### config.mk
export PLATFORM = sky130hd
export DESIGN_NAME = spi_flash_arbiter
export DESIGN_NICKNAME = d
export VERILOG_FILES = /design/src/rtl/spi_flash_arbiter.sv
export SDC_FILE = /design/constraint.sdc
export NUM_CORES = 1
export LEC_CHECK = 0
export CORE_AREA = 2 2 39 41
export CTS_CLUSTER_DIAMETER = 120
export DETAILED_ROUTE_END_ITERATION = 7
export DIE_AREA = 0 0 41 43
export GPL_TIMING_DRIVEN = 0
export HOLD_SLACK_MARGIN = 0.03
export PLACE_DENSITY_LB_ADDON = 0.08
export SLEW_MARGIN = 10
export SYNTH_ARGS = -nofsm -noshare
export SYNTH_HDL_FRONTEND = slang
export SYNTH_SLANG_ARGS = --single-unit
export TNS_END_PERCENT = 10
### constraint.sdc
create_clock -name clk -period 1.2 [get_ports clk]
set_input_delay 0.18 -clock clk [delete_from_list [all_inputs] [get_ports clk]]
set_output_delay 0.18 -clock clk [all_outputs]
set_load 0.005 [all_outputs]
### src/rtl/spi_flash_arbiter.sv
// rtl/spi_flash_arbiter.sv - round-robin arbiter sharing one SPI flash bus between NREQ masters
//
// Ports:
//   clk, rstn                 system clock, asynchronous active-low reset
//   req[NREQ]                 per-requester bus request (level)
//   gnt[NREQ]                 registered one-hot grant
//   r_ss/r_sck/r_mosi[NREQ]   per-requester SPI pins toward the flash
//   r_miso[NREQ]              per-requester MISO view (1 when not granted)
//   spi_ss/spi_sck/spi_mosi   flash bus pins, idle ss=1 sck=0 mosi=0
//   spi_miso                  flash data out
//   busy                      high while a grant is active
//   timeout                   one-cycle pulse when the watchdog revokes a grant
module spi_flash_arbiter #(
    parameter int NREQ       = 2,
    parameter int GAP_CYCLES = 4,
    parameter int HOLD_MAX   = 0
) (
    input  logic            clk,
    input  logic            rstn,
    input  logic [NREQ-1:0] req,
    output logic [NREQ-1:0] gnt,
    input  logic [NREQ-1:0] r_ss,
    input  logic [NREQ-1:0] r_sck,
    input  logic [NREQ-1:0] r_mosi,
    output logic [NREQ-1:0] r_miso,
    output logic            spi_ss,
    output logic            spi_sck,
    output logic            spi_mosi,
    input  logic            spi_miso,
    output logic            busy,
    output logic            timeout
);

    localparam int IW = (NREQ > 1) ? $clog2(NREQ) : 1;
    localparam int GW = (GAP_CYCLES > 1) ? $clog2(GAP_CYCLES) : 1;
    localparam int HW = (HOLD_MAX > 1) ? $clog2(HOLD_MAX + 1) : 1;

    typedef enum logic [1:0] {
        S_IDLE  = 2'd0,
        S_GRANT = 2'd1,
        S_GAP   = 2'd2
    } state_t;

    state_t          state_q, state_d;
    logic [NREQ-1:0] gnt_q, gnt_d;
    logic [IW-1:0]   owner_q, owner_d;
    logic [IW-1:0]   rr_q, rr_d;
    logic [GW-1:0]   gap_q, gap_d;
    logic [HW-1:0]   hold_q, hold_d;
    logic            timeout_q, timeout_d;

    logic            pick_valid;
    logic [IW-1:0]   pick_idx;
    logic            wd_hit;
    logic            owner_req;

    function automatic logic [IW-1:0] wrap_idx(input int i);
        if (i >= NREQ) begin
            return IW'(i - NREQ);
        end
        return IW'(i);
    endfunction

    // Search downward so that the last hit written is the first set bit
    // found walking upward from the round-robin pointer.
    always_comb begin
        pick_valid = 1'b0;
        pick_idx   = rr_q;
        for (int k = NREQ - 1; k >= 0; k--) begin
            if (req[wrap_idx(int'(rr_q) + k)]) begin
                pick_valid = 1'b1;
                pick_idx   = wrap_idx(int'(rr_q) + k);
            end
        end
    end

    // hold_q counts completed grant cycles; the current cycle is the HOLD_MAX-th.
    assign wd_hit    = (HOLD_MAX > 0) && ((int'(hold_q) + 1) >= HOLD_MAX);
    assign owner_req = req[owner_q];

    always_ff @(posedge clk or negedge rstn) begin
        if (!rstn) begin
            state_q   <= S_IDLE;
            gnt_q     <= '0;
            owner_q   <= '0;
            rr_q      <= '0;
            gap_q     <= '0;
            hold_q    <= '0;
            timeout_q <= 1'b0;
        end else begin
            state_q   <= state_d;
            gnt_q     <= gnt_d;
            owner_q   <= owner_d;
            rr_q      <= rr_d;
            gap_q     <= gap_d;
            hold_q    <= hold_d;
            timeout_q <= timeout_d;
        end
    end

    always_comb begin
        state_d   = state_q;
        gnt_d     = gnt_q;
        owner_d   = owner_q;
        rr_d      = rr_q;
        gap_d     = gap_q;
        hold_d    = hold_q;
        timeout_d = 1'b0;
        case (state_q)
            S_IDLE: begin
                if (pick_valid) begin
                    state_d = S_GRANT;
                    owner_d = pick_idx;
                    gnt_d   = NREQ'(1) << pick_idx;
                    hold_d  = '0;
                end
            end
            S_GRANT: begin
                if (HOLD_MAX > 0) begin
                    hold_d = hold_q + HW'(1);
                end
                // A watchdog revoke and a voluntary release share one path;
                // only the former raises timeout.
                if (wd_hit || !owner_req) begin
                    state_d   = S_GAP;
                    gnt_d     = '0;
                    rr_d      = (owner_q == IW'(NREQ - 1)) ? '0 : owner_q + IW'(1);
                    gap_d     = GW'(GAP_CYCLES - 1);
                    timeout_d = wd_hit;
                end
            end
            S_GAP: begin
                if (gap_q == '0) begin
                    state_d = S_IDLE;
                end else begin
                    gap_d = gap_q - GW'(1);
                end
            end
            default: begin
                state_d = S_IDLE;
                gnt_d   = '0;
            end
        endcase
    end

    // Pins follow the owner only in GRANT, so any release or reset drops
    // the bus to idle without waiting for the requester.
    always_comb begin
        busy     = (state_q == S_GRANT);
        gnt      = gnt_q;
        timeout  = timeout_q;
        spi_ss   = 1'b1;
        spi_sck  = 1'b0;
        spi_mosi = 1'b0;
        r_miso   = '1;
        if (state_q == S_GRANT) begin
            spi_ss          = r_ss[owner_q];
            spi_sck         = r_sck[owner_q];
            spi_mosi        = r_mosi[owner_q];
            r_miso[owner_q] = spi_miso;
        end
    end

endmodule

==> results of run 1 <==
-- layout make-up --
cell class	count	area (um^2)	share of cell area (%)
multi-input combinational	39	279	35.3
buffer	4	35.0	4.44
timing repair buffer	25	208	26.3
clock buffer	3	22.5	2.85
inverter	6	25.0	3.17
sequential	8	200	25.4
tap	16	20.0	2.54
-- what timing repair did --
action | in CTS | in global routing
cloned | 0 | 0
buffers inserted | 7 | 0
gates resized for setup | 26 | 3
pin swaps | 7 | 3
hold endpoints to repair | 0 | 0
endpoints found under the setup margin | 8 | 11
hold buffers | 0 | 0
-- routing by layer --
layer / global-route usage, % / vias to the layer above
li1: - / 263
met1: 20.6 / 236
met2: 28.1 / 20
met3: 3.14 / 5
met4: 10.0 / 0
met5: 0 / -
-- per-stage QoR --
| step | setup TNS (ns) | instance area [um^2] | utilization [%] | cells | worst slack [ns] |
|---|---|---|---|---|---|
| after floorplan | 0 | 522 | - | 57 | 0.153 |
| after global placement | -2.54 | 722 | 52.2 | 91 | -0.372 |
| after detailed placement | -2.59 | 722 | 52.2 | 91 | -0.380 |
| after CTS | -1.10 | 787 | 56.9 | 101 | -0.223 |
| after global routing | -1.46 | 790 | 57.1 | 101 | -0.273 |
| final | -0.954 | 790 | 57.1 | 101 | -0.213 |
-- registers in the layout, indices dropped and copies added (netlist names) --
signal   count
gap_q        2
owner_q      1
state_q      2
rr_q         1
gnt          2
-- cells in the final DEF, fill, tap and decap left out, drive strengths merged, types with 2 or more instances in the layout --
| master | count |
|---|---|
| o211ai | 2 |
| buf | 15 |
| a21oi | 3 |
| inv | 6 |
| o21ai | 5 |
| o221ai | 2 |
| dfrtp | 8 |
| dlygate4sd2 | 3 |
| nor2 | 4 |
| nand2 | 3 |
| mux2i | 4 |
| nand3 | 3 |
| clkbuf | 4 |
| clkdlybuf4s50 | 10 |
-- cells in the mapped netlist --
cell type	count
mux2_2	1
nand3_1	3
mux2i_1	4
o32a_2	1
ha_1	1
conb_1	1
nor3b_1	1
buf_6	1
a31oi_1	1
buf_2	1
nor2_1	4
dfrtp_1	8
nand2_1	3
inv_1	6
o311ai_1	1
o21ai_0	5
a21boi_0	1
o221ai_1	2
o31ai_1	1
nand2b_4	1
or3_1	1
buf_4	2
a21bo_2	1
a21oi_1	3
o211ai_1	2
nand3b_1	1
-- logic make-up after synthesis --
group	after synthesis	synth area share (%)
adders and majority gates	1	2.40
and+or+nand+nor	14	14.6
muxes	5	9.83
DFF	8	38.4
buffers and inverters	10	10.3
other	1	0.719
AOI/OAI and AO/OA	18	23.7
-- path summary, 6_finish.rpt --
check | from | slack (ns) | end | depth (start not counted)
min in group clk | gnt[0] | 0.55 | gnt[0] | 2
max reg2reg | owner_q | -0.02 | gap_q[0] | 5
max in group asynchronous | rstn | 0.71 | state_q[0] | 1
min reg2reg | gnt[0] | 0.55 | gnt[0] | 2
max | owner_q | -0.21 | r_miso[0] | 3
min | rstn | 0.21 | gnt[1] | 1
-- power by group through the flow --
stage / combinational [mW] / clock (mW) / sequential, mW
floorplan: 0.600 / 0 / 0.459
global placement: 0.934 / 0 / 0.466
detailed placement: 0.938 / 0 / 0.470
CTS: 1.09 / 0.218 / 0.466
global route: 1.21 / 0.230 / 0.479
finish: 1.09 / 0.207 / 0.466
==> reports/metrics.cfg, run 1 <==
[synthesis]
syn_area_per_cell_um2 = 9.15
yosys.area.top_type_share_pct = 38.4
yosysSeqAreaShare_pct = 38.4
netlist_area_um2 = 522
netlist_instances = 57
ys_seq_elements = 8
ys_warn_count = 0
yosysTopAreaCell = dfrtp_1
syn-num-nets = 69
yosysUniqueCellTypes = 26
ys_top_cells_by_area = dfrtp_1 38%, mux2i_1 7.7%, o21ai_0 4.8%

[routing]
wl_met1_um = 557
routed_wl_um = 1250
wl_met3_um = 111
viasPerCell = 5.19
wl_per_cell_um = 12.4
ant_nets = 0
routed-wl-met2_um = 549
highest_layer = met4
vias = 524
route.detailed.drc = 0
drt_iter0_drc = 5
dr.pass1.iters = 4

[global_route]
first_global_vias = 518
grt_pass1_wl_um = 2100
grt_remaining_overflow = 0
grt_max_degree = 11
antenna_found_initial = 0
grt.total_usage_pct = 17.5

[power]
swShare_pct = 37.6
finalPower_mw = 1.76
p_int_mw = 1.10
max-vdd-ir-drop_v = 0.000934
power_leakage_nw = 0.374
powerDensity_mw_per_mm2 = 2230
power_frac_seq_pct = 26.5
power.switching_mw = 0.660
pwr-share-clk_pct = 11.8
combPwrFrac_pct = 61.7

[worst_setup_path]
cp_num_buf_inv = 2
path_class = flop to primary output
critPathMaxFanout = 6
required_ns = 1.02
worstPathArrival_ns = 1.23
worst_path_max_delay_cell = dfrtp_1
critPathTopFamily = flip-flops
slowest_delay_ns = 0.39
crit_chain = buf_6, or3_1, buf_2
crit_path_end_kind = primary output
critPathLaunchType = flop

[sta]
fin_ws_ns = -0.213
fin_crit_sh_pct = 118
grt_setup_unrepaired = true
final-hold-violation-count = 0
finClkSkew_ns = 0.00202
fin_hold_ws_ns = 0.212
min_period_ns = 1.41
setup_violations = 7
clock.fmax_mhz = 707
maxSlewViolCount = 0

[clock_tree]
clk_latency_ns = 0.25
numCtsBuffers = 3
cts-htree-levels = 1
cts_tree = done
clkTransAtPathRegs_ns = 0.05
cts_sinks = 8
root_buffer = clkbuf_4
clk_path_buf_depth = 2

[layout]
fillers = 138
drive_above_1_share_pct = 31.8
nets = 99
syn2layout_area_growth_pct = 51.3
antenna_cells = 0

[run_status]
violations = negative setup slack
outcome = finished, violations left

[floorplanning]
num_rows = 14
fp.dieH_um = 43
start_util_pct = 37.7
fp.dieW_um = 41
ios = 20
core_mm2 = 0.00138
die-area_mm2 = 0.00176

[placement]
place_congestion = 0.783
port-buffer-count = 18
place.detailed.hpwl_um = 861

[flow_run]
maxCapViolCount = 0

[hold_path]
min_path_type = primary input to asynchronous set/reset pin

(Power assumes the default switching activity.)
==> inputs of run 2 (changes only) <==
--- a/config.mk
+++ b/config.mk
@@ -5,6 +5,7 @@
 export SDC_FILE = /design/constraint.sdc
 export NUM_CORES = 1
 export LEC_CHECK = 0
+export ABC_AREA = 1
 export CORE_AREA = 2 2 39 41
 export CTS_CLUSTER_DIAMETER = 120
 export DETAILED_ROUTE_END_ITERATION = 7
==> run 2 against run 1 <==
Net effect:
- the run still ends with negative setup slack left
- via count rose by 5.3%
- core utilization increased by 5.8 points
- cell area increased by 10%
- register-to-register slack better by 0.02 ns
- fmax up 6.8%
- final cell count up 21%
- critical path depth increased by 2
- hold slack got worse by 0.011 ns
- critical endpoint is now spi_mosi
- largest power group unchanged
==> reports/metrics.cfg, run 2 <==
[routing]
drt_iter0_drc = 7
dr.pass1.iters = 4
route.detailed.drc = 0
wl_per_cell_um = 10.6
ant_nets = 0
vias = 552
routed_wl_um = 1290
viasPerCell = 4.52

[placement]
post_dp_cell_area_um2 = 729
place.detailed.hpwl_um = 837
place_inst = 108
place_congestion = 0.708
port-buffer-count = 18

[floorplanning]
core_mm2 = 0.00138
ios = 20
die-area_mm2 = 0.00176
fp.dieW_um = 41
num_rows = 14
fp.dieH_um = 43
start_util_pct = 38.2

[synthesis]
yosysSeqAreaShare_pct = 37.8
yosys.area.top_type_share_pct = 37.8
synth_most_common_cell = nand2_1
synth_enable_flop_cells = 0
ys_warn_count = 0
synth-async-reset-ratio_pct = 100
syn-num-nets = 86
ys_top_cells_by_area = dfrtp_1 38%, nand2_1 16%, inv_1 6.4%
netlist_area_um2 = 529
ys.flop_type = dfrtp_1
yosysUniqueCellTypes = 17
netlist_instances = 74
yosysTopAreaCell = dfrtp_1
syn_area_per_cell_um2 = 7.15
synth_common_cells = 22 x nand2_1, 9 x inv_1, 8 x dfrtp_1
ys_seq_elements = 8

[global_route]
grt_pass1_wl_um = 2040
grt_remaining_overflow = 0
grt_max_degree = 9
first_global_vias = 530
grt.total_usage_pct = 17.1
antenna_found_initial = 0

[sta]
maxSlewViolCount = 0
min_period_ns = 1.32
clock.fmax_mhz = 755
setup_violations = 6
finClkSkew_ns = 0.00783
setup_tns_ns = -0.440
fin_ws_ns = -0.124
final-hold-violation-count = 0
grt_setup_unrepaired = true
fin_crit_sh_pct = 110

[clock_tree]
cts_sinks = 8
clk_path_buf_depth = 2
root_buffer = clkbuf_4
clkTransAtPathRegs_ns = 0.06
cts_tree = done
cts-htree-levels = 1
numCtsBuffers = 3
clk_latency_ns = 0.25

[layout]
antenna_cells = 0
nets = 120
fin_cells = 122
multi_input_area_um2 = 313
layout_commonest_cell = nand2_1
fillers = 127
drive_above_1_share_pct = 42.5
syn2layout_area_growth_pct = 64.3
finish.utilization_pct = 62.8
design_area_um2 = 870
layout_common_cells = 20 x nand2_1, 10 x clkdlybuf4s50_1, 8 x inv_1, 8 x buf_4, 7 x dfrtp_1
regArea_um2 = 201

[run_status]
violations = negative setup slack
outcome = finished, violations left

[power]
power_frac_seq_pct = 24.5
pwr-share-clk_pct = 10.0
power.switching_mw = 0.867
power_leakage_nw = 0.455
p_int_mw = 1.18
powerDensity_mw_per_mm2 = 2350
max-vdd-ir-drop_v = 0.00126
swShare_pct = 42.4
combPwrFrac_pct = 65.5

[hold_path]
min_path_type = primary input to asynchronous set/reset pin

[worst_setup_path]
worstPathArrival_ns = 1.14
critPathTopFamily = flip-flops
crit_path_end_kind = primary output
crit_chain = nor2_4, buf_6, inv_4, a21oi_2, buf_2
cp_num_buf_inv = 3
regToRegSetupSlack_ns = 0
slowest_delay_ns = 0.41
critPathLaunchType = flop
required_ns = 1.02
path_class = flop to primary output
worst_path_max_delay_cell = dfrtp_1
critPathMaxFanout = 3

[flow_run]
maxCapViolCount = 0

==> run 2: changes by cell type in the layout (fill, tap and decap cells not counted), sizes merged, moves of 2 or more <==
cell,previous run,this run
inv,6,13
nand2,3,27
nor2,4,10
o211ai,2,0
mux2i,4,0
nand3,3,6
buf,15,18
o221ai,2,0
==> run 2: cell families after synthesis <==
group                      share of synthesized area, %
AOI/OAI and AO/OA                                  6.62
other                                             0.709
buffers and inverters                              10.6
DFF                                                37.8
and+or+nand+nor                                    41.8
adders and majority gates                          2.36
==> run 2: final cells by class <==
type / count / share of cell area, %
repair buffers: 29 / 28.9
flip-flops and latches: 8 / 23.2
clock buffers: 3 / 2.59
well taps: 16 / 2.30
multi-input cells: 52 / 36.0
inverters: 13 / 6.19
plain buffers: 1 / 0.863
==> run 2: power by group through the flow <==
stage	registers, mW	logic (mW)	clock network [mW]
after floorplan	0.497	0.602	0
after global placement	0.516	0.918	0
after detailed placement	0.518	0.922	0
after CTS	0.494	1.21	0.218
after global routing	0.514	1.48	0.224
final	0.500	1.34	0.204
==> run 2: final timing paths <==
check / start / cells after the start / to
setup / recovery: state_q[1] / 5 / spi_mosi
hold / removal: rstn / 1 / state_q[1]
setup reg to reg: owner_q / 8 / gap_q[0]
hold reg to reg: gnt[1] / 2 / gnt[1]
max in group asynchronous: rstn / 1 / owner_q
min in group clk: gnt[1] / 2 / gnt[1]
==> run 2: layer usage <==
layer  vias up  global-route usage [%]  wire length [um]
met5         -                       0                 0
met4         0                    10.0                21
met1       248                    20.1               554
met2        13                    28.1               680
met3         4                    1.57                36
li1        287                       -                 -
==> run 2: per-stage QoR <==
stage               hold WS [ns]  setup slack (ns)  power (mW)
finish                     0.201            -0.124        2.04
floorplan                 -0.116             0.174        1.10
global route               0.241            -0.183        2.22
CTS                        0.207            -0.111        1.93
global placement           0.461            -0.340        1.43
detailed placement         0.474            -0.345        1.44
==> run 2: timing repair <==
action                     in CTS  in global routing
pin swaps                       2                  0
buffers inserted               10                  1
resized for setup              37                  9
hold buffers                    0                  0
setup endpoints to repair       8                 11
